File: src/rtl/gradient_kernel_pipe_pkg.sv
// gradient_pkg: shared types and helpers for the gradient kernel pipeline.
//   grad_mode_e   - per-frame kernel mode (linear Prewitt-style or sign-only)
//   acc_width     - signed accumulator width needed for a DW-bit K x K window
//   kernel_weight - weight applied to a column/row at a signed offset from centre
//   MAX_KERNEL    - largest supported window size
package gradient_pkg;

    localparam int MAX_KERNEL = 7;

    typedef enum logic {
        MODE_LINEAR = 1'b0,
        MODE_SIGN   = 1'b1
    } grad_mode_e;

    // Worst case is every off-centre tap at full scale with weight HALF,
    // which is bounded by K*K*HALF*max_pixel; one extra bit carries the sign.
    function automatic int acc_width(input int dw, input int k);
        return dw + $clog2(k * k * (k / 2)) + 1;
    endfunction

    function automatic int kernel_weight(input grad_mode_e mode, input int offset);
        if (mode == MODE_SIGN) begin
            return (offset > 0) ? 1 : ((offset < 0) ? -1 : 0);
        end
        return offset;
    endfunction

endpackage

File: src/rtl/gradient_kernel_pipe_if.sv
// gradient_kernel_pipe_if: window-in / gradient-out stream bundle.
//   i_image_kernel_buffer [row][col][bit] window, row 0 = top, col 0 = left
//   i_data_valid / o_ready            upstream handshake
//   i_start_of_frame, i_mode          frame marker and kernel mode (on SOF beat)
//   o_Gx_Gy_vector {Gy,Gx}, o_data_valid / i_ready  downstream handshake
//   o_start_of_frame, o_sat_flag      frame marker and sticky saturation flag
//   o_magnitude                       only when GRAD_MAG_EN is defined
// Modports: slave = the gradient pipe, master = the surrounding environment.
interface gradient_kernel_pipe_if #(
    parameter int DATA_WIDTH  = 8,
    parameter int KERNEL_SIZE = 5,
    parameter int LANE_WIDTH  = 16
);
    logic [KERNEL_SIZE-1:0][KERNEL_SIZE-1:0][DATA_WIDTH-1:0] i_image_kernel_buffer;
    logic                    i_data_valid;
    logic                    i_start_of_frame;
    logic                    i_mode;
    logic                    o_ready;
    logic [2*LANE_WIDTH-1:0] o_Gx_Gy_vector;
    logic                    o_data_valid;
    logic                    o_start_of_frame;
    logic                    i_ready;
    logic                    o_sat_flag;
`ifdef GRAD_MAG_EN
    logic [LANE_WIDTH-1:0]   o_magnitude;
`endif

    modport slave (
        input  i_image_kernel_buffer,
        input  i_data_valid,
        input  i_start_of_frame,
        input  i_mode,
        output o_ready,
        output o_Gx_Gy_vector,
        output o_data_valid,
        output o_start_of_frame,
        input  i_ready,
        output o_sat_flag
`ifdef GRAD_MAG_EN
        , output o_magnitude
`endif
    );

    modport master (
        output i_image_kernel_buffer,
        output i_data_valid,
        output i_start_of_frame,
        output i_mode,
        input  o_ready,
        input  o_Gx_Gy_vector,
        input  o_data_valid,
        input  o_start_of_frame,
        output i_ready,
        input  o_sat_flag
`ifdef GRAD_MAG_EN
        , input o_magnitude
`endif
    );

endinterface

File: src/rtl/gradient_kernel_pipe_sat_pack.sv
// grad_sat_pack: output-stage register for one gradient lane.
//   clk, reset (sync, active-high), enable (pipeline advance)
//   acc  - signed accumulator value from the weighting stage
//   lane - registered lane value, clamped or sign-extended to LANE_WIDTH
//   sat  - registered: this lane was clamped
module grad_sat_pack #(
    parameter int ACC_WIDTH  = 15,
    parameter int LANE_WIDTH = 16
) (
    input  logic                         clk,
    input  logic                         reset,
    input  logic                         enable,
    input  logic signed [ACC_WIDTH-1:0]  acc,
    output logic signed [LANE_WIDTH-1:0] lane,
    output logic                         sat
);

    logic signed [LANE_WIDTH-1:0] lane_d;
    logic                         sat_d;

    generate
        if (ACC_WIDTH > LANE_WIDTH) begin : g_clamp
            localparam logic signed [ACC_WIDTH-1:0] MAX_V =
                {{(ACC_WIDTH-LANE_WIDTH+1){1'b0}}, {(LANE_WIDTH-1){1'b1}}};
            localparam logic signed [ACC_WIDTH-1:0] MIN_V =
                {{(ACC_WIDTH-LANE_WIDTH+1){1'b1}}, {(LANE_WIDTH-1){1'b0}}};

            // Clamp to the lane's signed range, flagging any clipping.
            always_comb begin
                lane_d = acc[LANE_WIDTH-1:0];
                sat_d  = 1'b0;
                if (acc > MAX_V) begin
                    lane_d = {1'b0, {(LANE_WIDTH-1){1'b1}}};
                    sat_d  = 1'b1;
                end else if (acc < MIN_V) begin
                    lane_d = {1'b1, {(LANE_WIDTH-1){1'b0}}};
                    sat_d  = 1'b1;
                end
            end
        end else begin : g_extend
            // The accumulator always fits, so the lane is a plain sign extension.
            always_comb begin
                lane_d = LANE_WIDTH'(acc);
                sat_d  = 1'b0;
            end
        end
    endgenerate

    always_ff @(posedge clk) begin
        if (reset) begin
            lane <= '0;
            sat  <= 1'b0;
        end else if (enable) begin
            lane <= lane_d;
            sat  <= sat_d;
        end
    end

endmodule

File: src/rtl/gradient_kernel_pipe.sv
// gradient_kernel_pipe: Gx/Gy gradient engine for a KERNEL_SIZE x KERNEL_SIZE
// pixel window, one window per beat, full valid/ready backpressure.
//   i_clk, i_reset (sync, active-high)
//   bus (gradient_kernel_pipe_if.slave): window in, packed {Gy,Gx} out,
//       SOF in/out, per-frame mode, sticky saturation flag.
// Pipeline: S1 column/row sums, S2 weighted accumulate, S3 saturate/pack.
// Optional macro GRAD_MAG_EN adds an S4 stage driving o_magnitude =
// min(|Gx|+|Gy|, 2^LANE_WIDTH-1), making the latency 4 instead of 3.
module gradient_kernel_pipe
    import gradient_pkg::*;
#(
    parameter int DATA_WIDTH  = 8,
    parameter int KERNEL_SIZE = 5,
    parameter int LANE_WIDTH  = 16
) (
    input  logic i_clk,
    input  logic i_reset,
    gradient_kernel_pipe_if.slave bus
);

    localparam int HALF      = KERNEL_SIZE / 2;
    localparam int SUM_WIDTH = DATA_WIDTH + $clog2(KERNEL_SIZE);
    localparam int ACC_WIDTH = acc_width(DATA_WIDTH, KERNEL_SIZE);

    // One global advance: every stage moves together or holds together.
    logic adv;
    logic out_valid;
    assign adv         = ~out_valid | bus.i_ready;
    assign bus.o_ready = adv;

    // The SOF beat uses its own i_mode directly; later beats use the stored one.
    logic       sof_beat;
    grad_mode_e mode_reg;
    grad_mode_e beat_mode;
    assign sof_beat  = bus.i_data_valid & bus.i_start_of_frame;
    assign beat_mode = sof_beat ? grad_mode_e'(bus.i_mode) : mode_reg;

    always_ff @(posedge i_clk) begin
        if (i_reset) begin
            mode_reg <= MODE_LINEAR;
        end else if (adv && sof_beat) begin
            mode_reg <= grad_mode_e'(bus.i_mode);
        end
    end

    // S1: unsigned column sums feed Gx, row sums feed Gy.
    logic [KERNEL_SIZE-1:0][SUM_WIDTH-1:0] col_sum_d, row_sum_d;
    always_comb begin
        col_sum_d = '0;
        row_sum_d = '0;
        for (int r = 0; r < KERNEL_SIZE; r++) begin
            for (int c = 0; c < KERNEL_SIZE; c++) begin
                col_sum_d[c] = col_sum_d[c] + SUM_WIDTH'(bus.i_image_kernel_buffer[r][c]);
                row_sum_d[r] = row_sum_d[r] + SUM_WIDTH'(bus.i_image_kernel_buffer[r][c]);
            end
        end
    end

    logic                                  s1_valid, s1_sof;
    grad_mode_e                            s1_mode;
    logic [KERNEL_SIZE-1:0][SUM_WIDTH-1:0] s1_col_sum, s1_row_sum;

    always_ff @(posedge i_clk) begin
        if (i_reset) begin
            s1_valid   <= 1'b0;
            s1_sof     <= 1'b0;
            s1_mode    <= MODE_LINEAR;
            s1_col_sum <= '0;
            s1_row_sum <= '0;
        end else if (adv) begin
            s1_valid   <= bus.i_data_valid;
            s1_sof     <= sof_beat;
            s1_mode    <= beat_mode;
            s1_col_sum <= col_sum_d;
            s1_row_sum <= row_sum_d;
        end
    end

    // S2: weighted accumulate. Left columns and bottom rows carry negative
    // weights; the centre tap has weight 0 and is skipped entirely.
    logic signed [ACC_WIDTH-1:0] gx_d, gy_d;
    always_comb begin
        gx_d = '0;
        gy_d = '0;
        for (int i = 0; i < KERNEL_SIZE; i++) begin
            if (i != HALF) begin
                gx_d = gx_d + $signed(ACC_WIDTH'(kernel_weight(s1_mode, i - HALF)))
                            * $signed(ACC_WIDTH'(s1_col_sum[i]));
                gy_d = gy_d + $signed(ACC_WIDTH'(kernel_weight(s1_mode, HALF - i)))
                            * $signed(ACC_WIDTH'(s1_row_sum[i]));
            end
        end
    end

    logic                        s2_valid, s2_sof;
    logic signed [ACC_WIDTH-1:0] s2_gx, s2_gy;

    always_ff @(posedge i_clk) begin
        if (i_reset) begin
            s2_valid <= 1'b0;
            s2_sof   <= 1'b0;
            s2_gx    <= '0;
            s2_gy    <= '0;
        end else if (adv) begin
            s2_valid <= s1_valid;
            s2_sof   <= s1_sof;
            s2_gx    <= gx_d;
            s2_gy    <= gy_d;
        end
    end

    // S3: per-lane saturation and packing.
    logic                         s3_valid, s3_sof;
    logic signed [LANE_WIDTH-1:0] s3_gx, s3_gy;
    logic                         s3_sat_x, s3_sat_y;

    grad_sat_pack #(.ACC_WIDTH(ACC_WIDTH), .LANE_WIDTH(LANE_WIDTH)) u_sat_x (
        .clk(i_clk), .reset(i_reset), .enable(adv),
        .acc(s2_gx), .lane(s3_gx), .sat(s3_sat_x)
    );

    grad_sat_pack #(.ACC_WIDTH(ACC_WIDTH), .LANE_WIDTH(LANE_WIDTH)) u_sat_y (
        .clk(i_clk), .reset(i_reset), .enable(adv),
        .acc(s2_gy), .lane(s3_gy), .sat(s3_sat_y)
    );

    always_ff @(posedge i_clk) begin
        if (i_reset) begin
            s3_valid <= 1'b0;
            s3_sof   <= 1'b0;
        end else if (adv) begin
            s3_valid <= s2_valid;
            s3_sof   <= s2_sof;
        end
    end

    logic                         out_sof, out_sat;
    logic signed [LANE_WIDTH-1:0] out_gx, out_gy;

`ifdef GRAD_MAG_EN
    // S4: L1 magnitude of the saturated lanes. |-2^(LANE-1)| needs one
    // extra bit, and the sum one more before clamping back to LANE bits.
    logic signed [LANE_WIDTH:0]   ext_x, ext_y;
    logic        [LANE_WIDTH:0]   abs_x, abs_y;
    logic        [LANE_WIDTH+1:0] mag_sum;
    logic        [LANE_WIDTH-1:0] mag_d;
    always_comb begin
        ext_x   = {s3_gx[LANE_WIDTH-1], s3_gx};
        ext_y   = {s3_gy[LANE_WIDTH-1], s3_gy};
        abs_x   = ext_x[LANE_WIDTH] ? $unsigned(-ext_x) : $unsigned(ext_x);
        abs_y   = ext_y[LANE_WIDTH] ? $unsigned(-ext_y) : $unsigned(ext_y);
        mag_sum = {1'b0, abs_x} + {1'b0, abs_y};
        mag_d   = (mag_sum > {2'b00, {LANE_WIDTH{1'b1}}}) ? '1 : mag_sum[LANE_WIDTH-1:0];
    end

    logic                  s4_valid, s4_sof, s4_sat;
    logic [LANE_WIDTH-1:0] s4_gx, s4_gy, s4_mag;

    always_ff @(posedge i_clk) begin
        if (i_reset) begin
            s4_valid <= 1'b0;
            s4_sof   <= 1'b0;
            s4_sat   <= 1'b0;
            s4_gx    <= '0;
            s4_gy    <= '0;
            s4_mag   <= '0;
        end else if (adv) begin
            s4_valid <= s3_valid;
            s4_sof   <= s3_sof;
            s4_sat   <= s3_sat_x | s3_sat_y;
            s4_gx    <= s3_gx;
            s4_gy    <= s3_gy;
            s4_mag   <= mag_d;
        end
    end

    assign out_valid       = s4_valid;
    assign out_sof         = s4_sof;
    assign out_sat         = s4_sat;
    assign out_gx          = s4_gx;
    assign out_gy          = s4_gy;
    assign bus.o_magnitude = s4_mag;
`else
    assign out_valid = s3_valid;
    assign out_sof   = s3_sof;
    assign out_sat   = s3_sat_x | s3_sat_y;
    assign out_gx    = s3_gx;
    assign out_gy    = s3_gy;
`endif

    // Sticky flag: sat_hist holds the frame's history up to the previous
    // consumed word; the word on the output folds in (or restarts it on SOF)
    // as soon as it appears, and the result is committed when it is consumed.
    logic sat_hist, frame_sat;
    always_comb begin
        frame_sat = sat_hist;
        if (out_valid) begin
            frame_sat = (out_sof ? 1'b0 : sat_hist) | out_sat;
        end
    end

    always_ff @(posedge i_clk) begin
        if (i_reset) begin
            sat_hist <= 1'b0;
        end else if (out_valid && bus.i_ready) begin
            sat_hist <= frame_sat;
        end
    end

    assign bus.o_Gx_Gy_vector   = {out_gy, out_gx};
    assign bus.o_data_valid     = out_valid;
    assign bus.o_start_of_frame = out_sof;
    assign bus.o_sat_flag       = frame_sat;

endmodule

File: src/flat_wrapper.sv
// flat-port wrapper written by rule: the top's interface ports become plain ports
module gradient_kernel_pipe_flat import gradient_pkg::*;
#(
    parameter int DATA_WIDTH  = 8,
    parameter int KERNEL_SIZE = 5,
    parameter int LANE_WIDTH  = 16
)
  (i_clk, i_reset, bus_i_image_kernel_buffer, bus_i_data_valid, bus_i_start_of_frame, bus_i_mode, bus_o_ready, bus_o_Gx_Gy_vector, bus_o_data_valid, bus_o_start_of_frame, bus_i_ready, bus_o_sat_flag);
  gradient_kernel_pipe_if #(.DATA_WIDTH(DATA_WIDTH), .KERNEL_SIZE(KERNEL_SIZE), .LANE_WIDTH(LANE_WIDTH)) bus_i ();
  input  logic i_clk;
  input  logic i_reset;
  input wire logic [$bits(bus_i.i_image_kernel_buffer)-1:0] bus_i_image_kernel_buffer;
  input wire logic [$bits(bus_i.i_data_valid)-1:0] bus_i_data_valid;
  input wire logic [$bits(bus_i.i_start_of_frame)-1:0] bus_i_start_of_frame;
  input wire logic [$bits(bus_i.i_mode)-1:0] bus_i_mode;
  output wire logic [$bits(bus_i.o_ready)-1:0] bus_o_ready;
  output wire logic [$bits(bus_i.o_Gx_Gy_vector)-1:0] bus_o_Gx_Gy_vector;
  output wire logic [$bits(bus_i.o_data_valid)-1:0] bus_o_data_valid;
  output wire logic [$bits(bus_i.o_start_of_frame)-1:0] bus_o_start_of_frame;
  input wire logic [$bits(bus_i.i_ready)-1:0] bus_i_ready;
  output wire logic [$bits(bus_i.o_sat_flag)-1:0] bus_o_sat_flag;
  assign bus_i.i_image_kernel_buffer = bus_i_image_kernel_buffer;
  assign bus_i.i_data_valid = bus_i_data_valid;
  assign bus_i.i_start_of_frame = bus_i_start_of_frame;
  assign bus_i.i_mode = bus_i_mode;
  assign bus_o_ready = bus_i.o_ready;
  assign bus_o_Gx_Gy_vector = bus_i.o_Gx_Gy_vector;
  assign bus_o_data_valid = bus_i.o_data_valid;
  assign bus_o_start_of_frame = bus_i.o_start_of_frame;
  assign bus_i.i_ready = bus_i_ready;
  assign bus_o_sat_flag = bus_i.o_sat_flag;
  gradient_kernel_pipe #(.DATA_WIDTH(DATA_WIDTH), .KERNEL_SIZE(KERNEL_SIZE), .LANE_WIDTH(LANE_WIDTH)) u_core (.i_clk(i_clk), .i_reset(i_reset), .bus(bus_i));
endmodule
File: config.mk
export PLATFORM = sky130hd
export DESIGN_NAME = gradient_kernel_pipe_flat
export DESIGN_NICKNAME = d
export VERILOG_FILES = /design/src/rtl/gradient_kernel_pipe_pkg.sv /design/src/rtl/gradient_kernel_pipe_if.sv /design/src/rtl/gradient_kernel_pipe_sat_pack.sv /design/src/rtl/gradient_kernel_pipe.sv /design/src/flat_wrapper.sv
export SDC_FILE = /design/constraint.sdc
export NUM_CORES = 1
export LEC_CHECK = 0
export BUFFER_PORTS_ARGS = -buffer_cell sky130_fd_sc_hd__buf_2
export CAP_MARGIN = 5
export CORE_MARGIN = 2
export CORE_UTILIZATION = 35
export CTS_BUF_LIST = sky130_fd_sc_hd__clkbuf_2
export DETAILED_ROUTE_END_ITERATION = 10
export GPL_ROUTABILITY_DRIVEN = 1
export SETUP_SLACK_MARGIN = 0.05
export SYNTH_ARGS = -nofsm -noshare
export SYNTH_HDL_FRONTEND = slang
export SYNTH_SLANG_ARGS = --single-unit
File: constraint.sdc
create_clock -name i_clk -period 8.4 [get_ports i_clk]
set_input_delay 0.42 -clock i_clk [delete_from_list [all_inputs] [get_ports i_clk]]
set_output_delay 0.42 -clock i_clk [all_outputs]
set_load 0.03 [all_outputs]
==> out/metrics.cfg, run 1 <==
[die]
die_x_um=258
row_count=93
start_util=0.352
core_um2=64100
die_h_um=258
io_pins=242
fp.dieArea_um2=66500

[worst_setup_path]
cp_max_fo=5
cp.arrival_ps=7540
path_class=register to register
rr_startpoint=u_core.s1_row_sum[33]
slowest_stage=fa_1
path_cells=fa_1 -> inv_1 -> fa_1 -> inv_1 -> fa_1 -> inv_1 -> fa_1 -> inv_1 -> fa_1 -> fa_1 -> fa_1 -> inv_1 -> fa_1 -> inv_1 -> ha_1 -> a21oi_1 -> inv_1 -> a211oi_1 -> a21oi_1 -> xnor2_1 -> a211oi_1
worstSetupStartpointType=register
crit_path_start=u_core.s1_row_sum[33]
timing.reg2reg.worst_path_depth=21
critPathMostFrequentCell=fa_1
r2r_end=u_core.s2_gy[14]
slowest_delay_ps=710
r2r_slack_ps=1740
crit_required_ps=9280
end_kind=register

[global_routing]
antenna_found_initial=18
grt_pass1_vias=16500
overflow=0
grt_first_pass_wirelength_um=97700
grtUsageTotal=0.193
grt_start_max_net_pins=77

[synth]
yosysWarnings=0
syn_area_um2=22600
synth_cells=2518
syn_area_per_cell_um2=8.96
ys_seq_elements=157
synth_cell_type_count=56
synth_ff_type=dfxtp_1
yosysSeqAreaShare=0.139
ys_top_cells_by_count=inv_1 (630), fa_1 (341), ha_1 (314)
synth_top_area_frac=0.303
yosys-top-cells-area=fa_1 (30%), ha_1 (17%), dfxtp_1 (14%), inv_1 (10%), a21oi_1 (3.9%)
async_flop_share=0
yosys.area.top_type=fa_1
synth_edf_count=0
yosysMostFrequentCell=inv_1

[sta]
finalMaxSlewViolations=0
finalHoldViolations=0
rsz0062_at_grt=false
tns_ps=0
period_share=0.793
relSlewSlack=0.462
setup_violations=0
worst_slew_pin_slew_ps=808
fin_skew_ps=48.6
period_minus_slack_ps=6660
fmax_ghz=0.150

[clocking]
cts_tree=yes
cts-root-buf=clkbuf_2
clkTransAtPathRegs_ps=290
cts-htree-levels=4
clockBufferDepth=2
clock_sinks=157
numCtsBuffers=17
clkLatencyLatePin_ps=930
cts_resized=0

[detailed_routing]
firstDrtPassIters=5
vias_per_cell=4.72
vias=17000
drt_iter0_drc=1033
wl_per_cell_um=17.4
drc_errors=0
ant_nets=0
wl_um=62800

[worst_hold_path]
min_delay_worst_endpoint=u_core.s1_col_sum[1]
hold_class=input port to register
whs_path_depth=5
hold_start=bus_i_image_kernel_buffer[161]

[cells_and_area]
area_growth_pct=10.8
drive_gt1_frac=0.107
largest_registers=u_core.s1_col_sum x44, u_core.s1_row_sum x44
layout.nets=3595

[placed_design]
dp_hpwl_um=54800
port_buffers=233
place.gp.congestion=0.911

[outcome]
status=finished, final reports clean

[run]
maxCapViolCount=0

-- critical path: cells and delay by family, from the launching register on --
family          cells  cell delay, ps
flops               1             430
buf+inv             7             730
fa+ha+maj           9            4380
compound gates      4             930
xor+xnor            1             160
-- metal layers --
layer	routed length [um]	share of wire	global-route usage	up-vias
met3	3730	0.059	0.0381	62
li1	-	-	-	8379
met2	25400	0.41	0.277	432
met5	129	0.0021	0	-
met4	845	0.013	0.0326	20
met1	32600	0.52	0.301	8129
-- area by class of cell --
| cell class | count | area (um^2) |
|---|---|---|
| fillers | 6579 | 39100 |
| multi-input cells | 1672 | 16800 |
| flip-flops and latches | 157 | 3140 |
| inverters | 631 | 2370 |
| repair buffers | 255 | 1370 |
| well taps | 855 | 1070 |
| clock inverters | 15 | 115 |
| clock buffers | 17 | 85.1 |
| diodes | 4 | 10.0 |
-- how the worst max path moves through the flow --
stage / end
final: u_core.s2_gy[14]
after global routing: u_core.s2_gy[14]
after CTS: u_core.s2_gy[14]
after detailed placement: u_core.s2_gy[14]
after global placement: u_core.s2_gx[14]
after floorplan: u_core.s2_gy[14]
-- repair_timing --
item,4_1_cts,5_1_grt
hold endpoints to repair,36,0
setup buffers,0,0
hold buffers,14,0
-- cell usage in the layout, fill, tap and decap left out, types with 8 or more instances in the layout --
cell           count
a211oi_1          15
a21boi_0           8
a21o_1            44
a21oi_1          178
a32o_1            12
and2_1            23
buf_2            232
buf_4              9
clkbuf_2          17
dfxtp_1          156
dlygate4sd3_1     14
fa_1             341
ha_1             314
inv_1            630
mux2_2             8
mux2i_1           14
nand2_1          213
nand3_1           15
nand3b_1          18
nor2_1            73
nor2b_1           29
nor3_1            27
o2111ai_1          8
o211ai_1          10
o21a_1            23
o21ai_0           48
o21ai_1           11
o21bai_1          13
o31ai_1           20
o41ai_1           11
or3_1             24
xnor2_1           75
xor2_1            41
-- cell families after synthesis --
family | share of synthesized area
buffers and inverters | 0.116
adder cells (fa/ha/maj) | 0.477
AND/OR/NAND/NOR | 0.0925
AO/OA/AOI/OAI | 0.120
flip-flops | 0.139
XOR/XNOR | 0.0450
multiplexers | 0.0102
other | 0.000166
-- stage by stage --
step                      cells  cell area [um^2]  setup slack [ps]  utilization  hold slack [ps]
final                      3606             25000              1740        0.390              110
after CTS                  3602             25000              1720        0.390             21.6
after global placement     3556             24600              1770        0.384              431
after floorplan            2519             22600              2250            -              416
after detailed placement   3556             24600              1750        0.384              437
after global routing       3603             25000              1360        0.390             47.0
Power of run 1 is left out: the tool's default activity adds up to more than one toggle a clock period on the data nets, which glitch-free logic cannot reach.
==> inputs of run 2 (changes only) <==
clock period = 5.5 ns   (was 8.4 ns; I/O delays follow)
==> out/metrics.cfg, run 2 (synthesized netlist as in run 1, its figures left out) <==
[sta]
fin_skew_ps=60.6  ; was 48.6 ps
relSlewSlack=0.376  ; was 0.462
worst_slew_pin_slew_ps=937  ; was 808 ps
finalMaxSlewViolations=0  ; unchanged
period_share=1.07  ; was 0.793
setup_ws_ps=-360  ; was 1740 ps
setup_violations=12  ; was 0
period_minus_slack_ps=5860  ; was 6660 ps
finalHoldViolations=0  ; unchanged
rsz0062_at_grt=true  ; was false
fmax_ghz=0.171  ; was 0.150 GHz
whs_ps=79.5  ; was 110 ps

[global_routing]
grt_pass1_vias=17300  ; was 16,500
grt_first_pass_wirelength_um=101000  ; was 97,700 um
antenna_found_initial=16  ; was 18
grt_start_max_net_pins=84  ; was 77
overflow=0  ; unchanged
grtUsageTotal=0.200  ; was 0.193

[worst_setup_path]
timing.reg2reg.worst_path_depth=16  ; was 21
crit_required_ps=6400  ; was 9280 ps
worstSetupStartpointType=register  ; unchanged
path_class=register to register  ; unchanged
path_cells=fa_2 -> fa_2 -> fa_1 -> inv_2 -> buf_4 -> buf_4 -> fa_1 -> fa_1 -> fa_1 -> fa_1 -> fa_2 -> inv_2 -> ha_4 -> inv_2 -> or4_4 -> nand3_2  ; was fa_1 -> inv_1 -> fa_1 -> inv_1 -> fa_1 -> inv_1 -> fa_1 -> inv_1 -> fa_1 -> fa_1 -> fa_1 -> inv_1 -> fa_1 -> inv_1 -> ha_1 -> a21oi_1 -> inv_1 -> a211oi_1 -> a21oi_1 -> xnor2_1 -> a211oi_1
critPathMostFrequentCell=fa_1  ; unchanged
cp.arrival_ps=6760  ; was 7540 ps
slowest_delay_ps=630  ; was 710 ps
slowest_stage=fa_2  ; was fa_1
end_kind=register  ; unchanged
cp_max_fo=3  ; was 5

[outcome]
status=finished, violations left  ; was finished, final reports clean
violations=setup timing

[die]
row_count=93  ; unchanged
io_pins=242  ; unchanged
fp.dieArea_um2=66500  ; unchanged
die_h_um=258  ; unchanged
die_x_um=258  ; unchanged
start_util=0.352  ; unchanged
core_um2=64100  ; unchanged

[detailed_routing]
ant_nets=0  ; unchanged
vias_per_cell=4.71  ; was 4.72
drc_errors=0  ; unchanged
wl_per_cell_um=17.6  ; was 17.4 um
vias=17700  ; was 17,000
firstDrtPassIters=7  ; was 5
drt_iter0_drc=1021  ; was 1,033
wl_um=66000  ; was 62,800 um

[clocking]
clkTransAtPathRegs_ps=320  ; was 290 ps
clock_sinks=157  ; unchanged
cts-root-buf=clkbuf_2  ; unchanged
clkLatencyLatePin_ps=930  ; about the same
numCtsBuffers=17  ; unchanged
cts_tree=yes  ; unchanged
clockBufferDepth=2  ; unchanged
cts-htree-levels=4  ; unchanged

[placed_design]
dp_hpwl_um=57100  ; was 54,800 um
port_buffers=233  ; unchanged
place.gp.congestion=0.938  ; was 0.911

[cells_and_area]
area_growth_pct=19.6  ; was 10.8%
drive_gt1_frac=0.196  ; was 0.107
n_fill_cell=6370  ; was 6,579
final_common_cell=inv_1  ; unchanged
final_cell_mix=inv_1 (595), fa_1 (320), ha_1 (289), buf_2 (232), nand2_1 (211)  ; was inv_1 (630), fa_1 (341), ha_1 (314), buf_2 (232), nand2_1 (213)
largest_registers=u_core.s1_col_sum x44, u_core.s1_row_sum x44  ; unchanged
layout.nets=3748  ; was 3,595

[worst_hold_path]
hold_class=input port to register  ; unchanged
whs_path_depth=7  ; was 5

[run]
maxCapViolCount=0  ; unchanged

## run 2: cell count changes in the layout (fill, tap and decap cells not counted), moves of 23 or more
cell           before  now
buf_4               9  127
ha_4                0   25
dlygate4sd3_1      14   37
ha_1              314  289
inv_1             630  595
inv_2               0   34
## run 2: through the flow
| step | cells | util | worst slack, ps | cell area [um^2] | TNS, ps |
|---|---|---|---|---|---|
| after global placement | 3673 | 0.402 | -330 | 25800 | -2800 |
| after floorplan | 2519 | - | -193 | 22900 | -952 |
| final | 3759 | 0.421 | -360 | 27000 | -2540 |
| after CTS | 3748 | 0.416 | -359 | 26700 | -2480 |
| after detailed placement | 3673 | 0.402 | -412 | 25800 | -3450 |
| after global routing | 3756 | 0.421 | -546 | 27000 | -4800 |
## run 2: final timing paths
kind | start | to | slack [ps]
setup reg to reg | u_core.s1_row_sum[49] | u_core.s2_gy[13] | -360
hold / removal | bus_i_image_kernel_buffer[120] | u_core.s1_col_sum[0] | 80
hold reg to reg | u_core.u_sat_y.lane[10] | u_core.u_sat_y.lane[10] | 460
setup / recovery | u_core.s1_row_sum[49] | u_core.s2_gy[13] | -360
## run 2: critical path, delay by kind of cell, from the launching register on
kind / cells / cell delay (ps)
buf+inv: 5 / 400
flops: 1 / 400
simple gates: 2 / 540
fa+ha+maj: 9 / 4500
## run 2: per-layer routing
| metal | share of wire | vias up | routed length (um) | global-route usage |
|---|---|---|---|---|
| met5 | 0.0016 | - | 104 | 0 |
| met4 | 0.024 | 16 | 1590 | 0.0515 |
| met3 | 0.080 | 73 | 5290 | 0.0569 |
| met2 | 0.40 | 521 | 26400 | 0.279 |
| met1 | 0.49 | 8406 | 32700 | 0.300 |
| li1 | - | 8673 | - | - |
## run 2: repair_timing
action / in CTS / in global routing
hold buffers: 37 / 0
setup buffers: 6 / 7
endpoints found under the setup margin: 15 / 16
hold endpoints to repair: 75 / 0
pin swaps: 50 / 65
gates resized for setup: 58 / 71
## run 2: layout make-up
class	count	area, um^2	area share
clock inverter	15	151	0.00561
clock buffer	17	85.1	0.00315
inverter	631	2370	0.0880
timing repair buffer	408	2620	0.0971
sequential	157	3170	0.118
multi-input combinational	1672	17500	0.649
tap	855	1070	0.0397
antenna	4	10.0	0.000371
Power of run 2 is left out for the same reason.
